### src/rtl/sync_fifo_buf.sv
// rtl/sync_fifo_buf.sv - single-clock FIFO with registered read port, thresholds, sticky errors; optional parity via SYNC_FIFO_PARITY_EN
module sync_fifo_buf #(
    parameter int D_SIZE  = 16,
    parameter int F_DEPTH = 8,
    parameter int P_SIZE  = 4,
    parameter int AF_THR  = 6,
    parameter int AE_THR  = 2
) (
    input  logic              clk,
    input  logic              rst,
    input  logic              w_inc,
    input  logic [D_SIZE-1:0] w_data,
`ifdef SYNC_FIFO_PARITY_EN
    input  logic              w_par_inv,
    output logic              par_err,
`endif
    input  logic              r_inc,
    output logic [D_SIZE-1:0] r_data,
    output logic              r_valid,
    output logic              full,
    output logic              empty,
    output logic              almost_full,
    output logic              almost_empty,
    output logic [P_SIZE-1:0] count,
    output logic              overflow,
    output logic              underflow
);

    // Stored word width: parity build carries one extra bit above the data.
`ifdef SYNC_FIFO_PARITY_EN
    localparam int M_SIZE = D_SIZE + 1;
`else
    localparam int M_SIZE = D_SIZE;
`endif
    localparam int A_SIZE = P_SIZE - 1;

    // Thresholds cast once so every compare runs at count width.
    localparam logic [P_SIZE-1:0] AF_LVL = P_SIZE'(AF_THR);
    localparam logic [P_SIZE-1:0] AE_LVL = P_SIZE'(AE_THR);
    localparam logic [P_SIZE-1:0] ONE    = P_SIZE'(1);

    logic [M_SIZE-1:0] mem [F_DEPTH];
    logic [P_SIZE-1:0] w_ptr;
    logic [P_SIZE-1:0] r_ptr;
    logic [A_SIZE-1:0] w_addr;
    logic [A_SIZE-1:0] r_addr;
    logic              wr_en;
    logic              rd_en;
    logic [M_SIZE-1:0] wr_word;
    logic [M_SIZE-1:0] rd_word;

    assign w_addr = w_ptr[A_SIZE-1:0];
    assign r_addr = r_ptr[A_SIZE-1:0];

    // Flags come straight from the pointer pair, so they track count in the same cycle.
    always_comb begin
        empty = (w_ptr == r_ptr);
        full  = (w_ptr[P_SIZE-1] != r_ptr[P_SIZE-1]) &&
                (w_ptr[A_SIZE-1:0] == r_ptr[A_SIZE-1:0]);
    end

    // Threshold flags follow the registered occupancy.
    always_comb begin
        almost_full  = (count >= AF_LVL);
        almost_empty = (count <= AE_LVL);
    end

    // Accept qualification uses the pre-edge flags; rejected requests are ignored.
    always_comb begin
        wr_en = w_inc && !full;
        rd_en = r_inc && !empty;
    end

    // Build the word to store, with even parity (optionally inverted) on top.
    always_comb begin
`ifdef SYNC_FIFO_PARITY_EN
        wr_word = {(^w_data) ^ w_par_inv, w_data};
`else
        wr_word = w_data;
`endif
    end

    assign rd_word = mem[r_addr];

    // Storage array: written on accepted writes only, never reset.
    always_ff @(posedge clk) begin
        if (wr_en) begin
            mem[w_addr] <= wr_word;
        end
    end

    // Pointers advance on accept and wrap naturally through the extra bit.
    always_ff @(posedge clk) begin
        if (rst) begin
            w_ptr <= '0;
            r_ptr <= '0;
        end else begin
            if (wr_en) begin
                w_ptr <= w_ptr + ONE;
            end
            if (rd_en) begin
                r_ptr <= r_ptr + ONE;
            end
        end
    end

    // Occupancy: a simultaneous push and pop leaves it unchanged.
    always_ff @(posedge clk) begin
        if (rst) begin
            count <= '0;
        end else begin
            case ({wr_en, rd_en})
                2'b10:   count <= count + ONE;
                2'b01:   count <= count - ONE;
                default: count <= count;
            endcase
        end
    end

    // Registered read port: data holds between pops, valid pulses for one cycle.
    always_ff @(posedge clk) begin
        if (rst) begin
            r_data  <= '0;
            r_valid <= 1'b0;
        end else begin
            r_valid <= rd_en;
            if (rd_en) begin
                r_data <= rd_word[D_SIZE-1:0];
            end
        end
    end

    // Sticky error flags: any attempt against the wrong boundary, cleared only by reset.
    always_ff @(posedge clk) begin
        if (rst) begin
            overflow  <= 1'b0;
            underflow <= 1'b0;
        end else begin
            if (w_inc && full) begin
                overflow <= 1'b1;
            end
            if (r_inc && empty) begin
                underflow <= 1'b1;
            end
        end
    end

`ifdef SYNC_FIFO_PARITY_EN
    // Parity check on the popped word, aligned with r_valid.
    always_ff @(posedge clk) begin
        if (rst) begin
            par_err <= 1'b0;
        end else begin
            par_err <= rd_en && ((^rd_word[D_SIZE-1:0]) != rd_word[D_SIZE]);
        end
    end
`endif

endmodule

### config.mk
export PLATFORM = sky130hd
export DESIGN_NAME = sync_fifo_buf
export DESIGN_NICKNAME = d
export VERILOG_FILES = /design/src/rtl/sync_fifo_buf.sv
export SDC_FILE = /design/constraint.sdc
export NUM_CORES = 1
export LEC_CHECK = 0
export CAP_MARGIN = 10
export CORE_MARGIN = 2
export CORE_UTILIZATION = 35
export CTS_CLUSTER_DIAMETER = 80
export DETAILED_ROUTE_END_ITERATION = 7
export GPL_ROUTABILITY_DRIVEN = 0
export GPL_TIMING_DRIVEN = 0
export SLEW_MARGIN = 20
export SYNTH_ARGS = -nofsm -noshare
export SYNTH_HDL_FRONTEND = slang
export SYNTH_SLANG_ARGS = --single-unit
### constraint.sdc
create_clock -name clk -period 6.2 [get_ports clk]
set_clock_uncertainty 0.15 [all_clocks]
set_input_delay 1.86 -clock clk [delete_from_list [all_inputs] [get_ports clk]]
set_output_delay 1.86 -clock clk [all_outputs]
set_load 0.01 [all_outputs]
==> run_results.csv <==
group,metric,value,unit
status,status,"completed",
hold_path,min_path_cells,2,
floorplan,dieWidth,137,um
sta,worst_slack,1.98,ns
floorplan,rows,48,
flow_run,max-cap-violations,0,
route,vias,3104,
pwr,ir_drop,0.211,mV
worst_setup_path,critPathLaunchType,"register",
place,pre_cts_slack,1.93,ns
cts,ctsHoldBuffers,0,
cells_and_area,n_fill_cell,1509,
synthesis,yosys-top-cells-area,"edfxtp_1, mux4_2, dfxtp_1, mux2_2, a22o_1",
synthesis,yosysMostFrequentCell,"edfxtp_1",
sta,final_max_slew_viol_count,0,
cells_and_area,area_growth,22.9,%
cts,cts-root-buf,"clkbuf_16",
hold_path,min_to,"overflow",
route,antenna_left,0,
synthesis,ys_types,40,
worst_setup_path,regToRegStartpoint,"w_ptr[1]",
route,routed_wl,12100,um
floorplan,num_io_pins,47,
worst_setup_path,path_max_fanout,8,
cts,clockBufferDepth,2,
synthesis,syn_inst,320,
global_routing,grt_pass1_vias,3236,
sta,finalSetupViolCount,0,
floorplan,die_y,137,um
worst_setup_path,rr_worst_depth,9,
route,first_iter_violations,216,
route,first_pass_iters,4,
cells_and_area,fin_nets,420,
cells_and_area,fin_cells,632,
synthesis,synth_edf_count,128,
worst_setup_path,crit_type,"reg2out",
route,wire_per_inst,19.2,um
worst_setup_path,r2r_setup_slack,3.05,ns
synthesis,synth_top_cell_by_area,"edfxtp_1",
floorplan,die-area,18800,um^2
sta,timing.final.crit_period,4.22,ns
route,drc,0,
cts,cts_setup_buffers,0,
hold_path,hold_start,"overflow",
global_routing,grt_overflow,0,
route,vias_per_cell,4.91,
cts,cts_buffers,17,
sta,fin_crit_sh,68.1,%
cells_and_area,drive_gt1_share,25.8,%
synthesis,synth_seq_area_share,72.2,%
pwr,leakage,2.51,nW
sta,worst_pin_slew,0.836,ns
cells_and_area,antenna_cells,0,
sta,slew_headroom,44.2,%
floorplan,core,17300,um^2
place,dp_cells,600,
worst_setup_path,endpoint_kind,"output pin",
synthesis,synth_nets,346,
place,port_buffers,45,
cells_and_area,postLayoutCoreUtil,44.0,%
global_routing,grt_usage,14.0,%
synthesis,yosys-top-cells-count,"edfxtp_1, dfxtp_1, mux4_2, nor2_1",
sta,hold_viol_final,0,
worst_setup_path,critical_path_required,4.19,ns
synthesis,syn_area_per_cell,19.3,um^2
hold_path,hp-class,"reg2reg",
floorplan,start_util,35.8,%
cts,clk_pin_slew_worst_paths,0.06,ns
synthesis,synth_ff_type,"edfxtp_1",
global_routing,antenna_found_initial,0,
sta,finalSetupTns,0,ns
cts,h-tree-depth,4,
worst_setup_path,timing.rr.end,"count[3]",
pwr,p_total,2.57,mW
synthesis,synth_top_area_share,62.1,%
cts,clock_latency,0.41,ns
worst_setup_path,arrival,2.21,ns
synthesis,yosys_warnings,0,
place,place_hpwl,7970,um
global_routing,grt_max_degree,17,
sta,fmax,0.237,GHz
sta,rsz0062_at_grt,"false",
cts,clock-sinks,159,
synthesis,async_reset_ff_share,0,%
synthesis,syn_area,6190,um^2
cts,post_cts_resize_count,0,
pwr,pwr_density_cell,338,nW/um^2
synthesis,postSynthRegisterBits,159,
global_routing,grt_pass1_wl,18500,um
cts,cts_tree,"built",
[registers in the layout, indices dropped and copies added (netlist names)]
name and flops:
count 4, underflow 1, r_data 16, overflow 1, r_valid 1, r_ptr 4, mem 128, w_ptr 4
[metrics by stage]
step           area (um^2)  hold slack [ns]
5_1_grt               7610            0.341
3_5_place_dp          7060            0.312
6_report              7610            0.319
2_1_floorplan         6190            0.332
3_3_place_gp          6920            0.301
4_1_cts               7610            0.327
[cells by family (layout without fill, tap and decap cells)]
logic type,Yosys count,in the layout,synth area share [%]
adders and majority gates,6,6,1.33
and+or+nand+nor,37,37,3.01
AOI/OAI and AO/OA,34,34,4.57
muxes,51,51,15.2
xor gates and xnor gates,9,9,1.70
buffers and inverters,24,111,2.04
DFF,159,159,72.2
[placed cells by master (no fill, tap or decap), types with 3 or more instances in the layout]
cell type          n
a21oi_1           10
a22o_1            16
buf_2              5
buf_4              6
buf_6              5
buf_8              4
clkbuf_1           9
clkbuf_16         17
clkbuf_8           3
clkdlybuf4s50_1   45
clkinv_1           3
clkinv_2           3
dfxtp_1           31
edfxtp_1         128
ha_1               5
inv_1              7
mux2_2            16
mux4_2            30
nand2b_1           3
nor2_1            12
nor2_2             6
o21ai_0            3
or3_1              3
xor2_1             6
[routing by layer]
metal	vias to the layer above	GRT usage [%]	routed length (um)	part of all wire (%)
met2	53	23.2	6170	51
met4	0	4.47	132	1.1
met1	1608	17.5	5390	44
met3	12	4.30	420	3.5
met5	-	0	0	0
li1	1431	-	-	-
[power breakdown]
group | leakage (nW) | switching (mW) | total [mW] | internal (mW)
sequential | 1.42 | 0.0313 | 1.24 | 1.21
clock | 0.266 | 0.382 | 0.960 | 0.578
combinational | 0.827 | 0.180 | 0.374 | 0.195
[layout make-up]
type,instances,area (um^2),area share [%]
clock inverter,8,63.8,0.839
inverter,7,26.3,0.345
timing repair buffer,55,563,7.40
clock buffer,24,482,6.33
sequential,159,4460,58.7
buffer,17,100,1.32
tap,225,282,3.70
multi-input combinational,137,1630,21.4
[how the worst max path moves through the flow]
stage,startpoint,to,slack (ns),depth (start not counted)
global route,w_ptr[1],empty,1.83,3
CTS,w_ptr[1],empty,1.92,3
detailed placement,w_inc,count[3],1.93,8
floorplan,w_inc,mem[4][0],2.22,3
finish,w_ptr[1],empty,1.98,3
global placement,w_inc,mem[4][14],0.45,4
[worst max-delay path, stage by stage (launching register included)]
cell             delay [ns]
dfxtp_1                0.56
xor2_4                 0.17
nor4_1                 0.44
clkdlybuf4s50_1        0.62
Power figures use the tool's default switching activity.
